===== config.mk =====
export PLATFORM = sky130hd
export DESIGN_NAME = sum_accumulator
export DESIGN_NICKNAME = d
export VERILOG_FILES = /design/src/rtl/sum_accumulator.sv
export SDC_FILE = /design/constraint.sdc
export NUM_CORES = 1
export LEC_CHECK = 0
export ABC_AREA = 1
export CAP_MARGIN = 20
export CORE_MARGIN = 2
export CORE_UTILIZATION = 40
export CTS_BUF_LIST = sky130_fd_sc_hd__clkbuf_4 sky130_fd_sc_hd__clkbuf_8
export DETAILED_ROUTE_END_ITERATION = 7
export PLACE_DENSITY = 0.69
export SLEW_MARGIN = 40
export SYNTH_ARGS = -nofsm -noshare
export SYNTH_HDL_FRONTEND = slang
export SYNTH_SLANG_ARGS = --single-unit

===== constraint.sdc =====
create_clock -name clk -period 4.1 [get_ports clk]
set_input_delay 0.82 -clock clk [delete_from_list [all_inputs] [get_ports clk]]
set_output_delay 0.82 -clock clk [all_outputs]
set_load 0.02 [all_outputs]

===== src/rtl/sum_accumulator.sv =====
// Accumulates COUNT unsigned operands into a WIDTH-bit sum with a sticky carry flag,
// then holds the result on a valid/ready output until the consumer takes it.
module sum_accumulator #(
    parameter int unsigned WIDTH = 16,
    parameter int unsigned COUNT = 4
) (
    input  logic             clk,
    input  logic             rst,
    input  logic             clr,
    input  logic             in_valid,
    output logic             in_ready,
    input  logic [WIDTH-1:0] in_data,
    output logic             out_valid,
    input  logic             out_ready,
    output logic [WIDTH-1:0] out_sum,
    output logic             out_carry
);

    localparam int unsigned CNT_W = (COUNT > 2) ? $clog2(COUNT) : 1;

    typedef enum logic {
        ACC  = 1'b0,
        HOLD = 1'b1
    } state_t;

    state_t             state_q;
    logic [WIDTH-1:0]   acc_q;
    logic               carry_q;
    logic [CNT_W-1:0]   cnt_q;
    logic               in_ready_q;
    logic               out_valid_q;
    logic [WIDTH:0]     sum_d;
    logic               last_d;

    // One extra bit captures the carry-out of the pending addition.
    assign sum_d  = {1'b0, acc_q} + {1'b0, in_data};
    assign last_d = (cnt_q == CNT_W'(COUNT - 1));

    always_ff @(posedge clk or posedge rst) begin
        if (rst) begin
            state_q     <= ACC;
            acc_q       <= '0;
            carry_q     <= 1'b0;
            cnt_q       <= '0;
            in_ready_q  <= 1'b1;
            out_valid_q <= 1'b0;
        end else if (clr) begin
            state_q     <= ACC;
            acc_q       <= '0;
            carry_q     <= 1'b0;
            cnt_q       <= '0;
            in_ready_q  <= 1'b1;
            out_valid_q <= 1'b0;
        end else begin
            case (state_q)
                ACC: begin
                    if (in_valid) begin
                        acc_q   <= sum_d[WIDTH-1:0];
                        carry_q <= carry_q | sum_d[WIDTH];
                        if (last_d) begin
                            // Counter parks at zero; the result is now held in acc_q/carry_q.
                            cnt_q       <= '0;
                            state_q     <= HOLD;
                            in_ready_q  <= 1'b0;
                            out_valid_q <= 1'b1;
                        end else begin
                            cnt_q <= cnt_q + CNT_W'(1);
                        end
                    end
                end
                HOLD: begin
                    if (out_ready) begin
                        acc_q       <= '0;
                        carry_q     <= 1'b0;
                        cnt_q       <= '0;
                        state_q     <= ACC;
                        in_ready_q  <= 1'b1;
                        out_valid_q <= 1'b0;
                    end
                end
                default: begin
                    state_q     <= ACC;
                    in_ready_q  <= 1'b1;
                    out_valid_q <= 1'b0;
                end
            endcase
        end
    end

    assign in_ready  = in_ready_q;
    assign out_valid = out_valid_q;
    assign out_sum   = acc_q;
    assign out_carry = carry_q;

endmodule


==> metrics.md <==
| Metric | Value |
|---|---|
| Switching pwr | `between 0.0004 and 0.0005 W` |
| CP max-delay cell | `clkdlybuf4s50_1` |
| Post-layout min period | `about 2.4 ns` |
| Via count | `~1800` |
| Unrepaired setup endpoints after global routing | `no` |
| Setup TNS | `0 ns` |
| Cells after Synth | `around 280` |
| Max incr delay on CP | `around 0.46 ns` |
| Critical Path Start Type | `input pin` |
| Sequential share of power | `between 20% and 30%` |
| Min-delay src | `cnt_q[1]` |
| Die Footprint | `5220 um2` |
| H-tree depth | `1` |
| Worst-path clk slew | `about 0.090 ns` |
| Sequential fraction of the synthesis area | `between 20 and 30%` |
| Worst endpoint required time | `approximately 4.3 ns` |
| Hold Path Depth | `1` |
| Reg-to-Reg Start | `out_sum[0]` |
| Gr ovfl total | `0` |
| Crit-path most repeated cell | `nand3_1` |
| Clock network power share | `19.1%` |
| Initial antenna violation count | `0` |
| DR WL/cell | `roughly 11 um` |
| Post-Syn Area per Cell | `6.58 um2` |
| Global-route wire length before repair | `7550 um` |
| Worst path top cell family by delay | `buffers and inverters` |
| Fmax | `between 400 and 500 MHz` |
| Post-Syn Nets | `between 300 and 400` |
| Placeable Area | `4410 um2` |
| Hpwl dp | `around 3300 um` |
| Fin. Hold Viols | `0` |
| Area delta synth->final | `26.9%` |
| FP Rows | `24` |
| Quantity of gates resized following cts | `0` |
| Slew at the pin with the worst max-slew slack | `roughly 0.52 ns` |
| PortBufs | `39` |
| Die width | `just over 70 um` |
| Status | `complete, no violations` |
| Clock tree buffer depth | `2` |
| Setup crit end kind | `register` |
| Rel. slew slack | `roughly two thirds` |
| Ant. Diodes | `0` |
| Peak supply drop | `roughly 0.38 mV` |
| FF-to-FF End | `out_sum[12]` |
| Share of post-route cells with drive strength above 1 | `approximately 5.3%` |
| R2R Setup Slk | `2.32 ns` |
| Gate power share | `around half` |
| Post-DRT Antenna Nets | `0` |
| Worst-Skew Late Latency | `between 0.2 and 0.3 ns` |
| Num CTS Buffers | `3` |
| CTS sink count | `22` |
| Largest net degree at the start of global routing | `23` |
| Drt drc | `0` |
| GRT Overall Usage | `between 10% and 20%` |
| Post-CTS Hold Fix Bufs | `0` |
| Final wirelength | `roughly 4300 um` |
| Ys async rst share | `100%` |
| Initial DRC count | `98` |
| Worst reg2reg path depth | `11` |
| Fill count | `roughly 440` |
| Synth Flop Type | `dfrtp_1` |
| Layout Nets | `around 360` |
| Maximum fanout along the worst path | `4` |
| Max_cap viols | `0` |
| EDFF count, synth | `0` |
| Flops & latches, synth | `22` |
| Cell internal pwr | `0.000634 W` |
| Routing usage on met1 | `between 20% and 30%` |
| Vias in the first global route | `roughly 1700` |
| Switching portion of total power | `41.3%` |
| Mapped Area | `1860 um2` |
| CP arrival | `2.57 ns` |
| Yosys warnings | `0` |
| Grt met3 use | `3.47%` |
| Clock skew | `approximately 0.004 ns` |
| Hold Crit Class | `reg -> reg` |
| Cells along the critical path | `clkdlybuf4s50_1, ha_1, inv_1, fa_1, inv_1, nand3_1, nand3_1, nand3_1, nand3_1, nand2_1, nand3_1, nand2_1` |
| Postcts setup bufs | `0` |
| Die height | `around 72 um` |
| Met2 Resource Use GR | `between 20% and 30%` |
| CTS tree | `built` |
| Final setup vio count | `0` |
| Avg Vias per Cell | `about 4.8` |
| Critical path class | `in -> reg` |
| Hold EP | `cnt_q[1]` |
| Hold Slack | `between 0.5 and 0.6 ns` |
| CTS root buf | `clkbuf_8` |
| Initial core utilization | `between 40% and 50%` |
| Final Total Pwr | `around 0.0011 W` |
| # IOs | `40` |
| Crit share post-route | `between 50% and 60%` |
| Final max-slew violation count | `0` |
| Unique masters post-synth | `29` |
| Leakage | `between 1 and 1.5 nW` |
| WP buf/inv | `3` |
| TritonRoute pass-1 iters | `4` |
| Final weighted congestion in routability-driven placement | `a little over 0.8` |
| Busiest grt layer | `met2` |
| Cell Pwr Density | `about 460 nW/um2` |
cells by family after synthesis:
family	Yosys count	synth area share [%]
DFF	22	29.6
AOI/OAI and AO/OA	26	8.54
buffers and inverters	50	10.9
and+or+nand+nor	167	38.4
adders and majority gates	18	12.5
power groups by stage:
stage	logic (W)	clock network (W)	registers [W]
final	0.000561	0.000207	0.000312
after detailed placement	0.000561	0	0.000316
after global placement	0.000553	0	0.000316
after global routing	0.000633	0.000222	0.000320
after floorplan	0.000323	0	0.000367
after CTS	0.000565	0.000213	0.000313
metal layers:
metal,wire length (um),vias to the layer above,share of wire [%]
met5,0,-,0
met4,25,0,0.58
met3,179,2,4.2
met2,1880,35,44
met1,2210,805,51
li1,-,964,-
worst reg2reg max path: cells and delay by family (launching register included):
family	cells	cell delay (ns)
adder cells (fa/ha/maj)	2	0.52
buffers and inverters	2	0.17
flip-flops	1	0.37
AND/OR/NAND/NOR	7	0.62
layout make-up:
class	count	area (um2)	share of cell area [%]
Clock inverter	1	30.0	1.27
Inverter	47	176	7.47
Multi-Input combinational cell	211	1110	46.9
Clock buffer	3	41.3	1.75
Sequential cell	22	552	23.4
Timing Repair Buffer	39	390	16.5
Tap cell	52	65.1	2.75
synthesized netlist by cell type (2+ instances only):
cell / count / area (um2)
a22o_1: 2 / 17.5
dfrtp_1: 21 / 526
inv_2: 2 / 7.51
buf_4: 2 / 15.0
a21oi_1: 10 / 50.1
inv_1: 45 / 169
nand3_1: 22 / 110
o21ai_0: 8 / 40.0
nand2_1: 113 / 424
nor2_4: 3 / 33.8
o21ai_1: 2 / 10.0
nor3_1: 3 / 15.0
nor2_1: 17 / 63.8
nand3b_1: 2 / 15.0
ha_1: 17 / 213
cell usage in the layout, fill, tap and decap left out:
cell and instances:
a21oi_1 10, a21oi_2 1, a21oi_4 1, a22o_1 2, and2_1 1, bufinv_16 1
clkbuf_8 3, clkdlybuf4s50_1 39, dfrtp_1 21, dfstp_2 1, fa_1 1, ha_1 17
inv_1 44, inv_2 3, nand2_1 113, nand3_1 22, nand3b_1 2, nand4_1 1
nor2_1 17, nor2_2 1, nor2_4 3, nor3_1 3, nor3_2 1, nor3b_2 1
o21a_1 1, o21ai_0 8, o21ai_1 2, o32ai_1 1, or2_1 1, or2_2 1
stage by stage:
step,utilization (%),setup WS [ns],instance area (um2),instances
final,53.5,1.69,2360,375
after CTS,53.5,1.69,2360,375
after detailed placement,51.9,1.40,2290,371
after floorplan,-,2.04,1860,283
after global placement,51.9,1.47,2290,371
after global routing,53.5,1.51,2360,375
flip-flops by register name, indices dropped and copies added, names as in the netlist:
register	flops
in_ready	1
cnt_q	2
out_carry	1
out_sum	16
state_q	1
out_valid	1
worst max path at each step:
stage / from / to / slack [ns] / depth (start not counted)
floorplan: in_data[0] / out_sum[12] / 2.04 / 11
global placement: in_data[0] / out_sum[12] / 1.47 / 12
detailed placement: in_data[0] / out_sum[12] / 1.40 / 12
CTS: in_data[0] / out_sum[12] / 1.69 / 12
global route: in_data[0] / out_sum[12] / 1.51 / 12
finish: in_data[0] / out_sum[12] / 1.69 / 12
(Power assumes the default switching activity.)
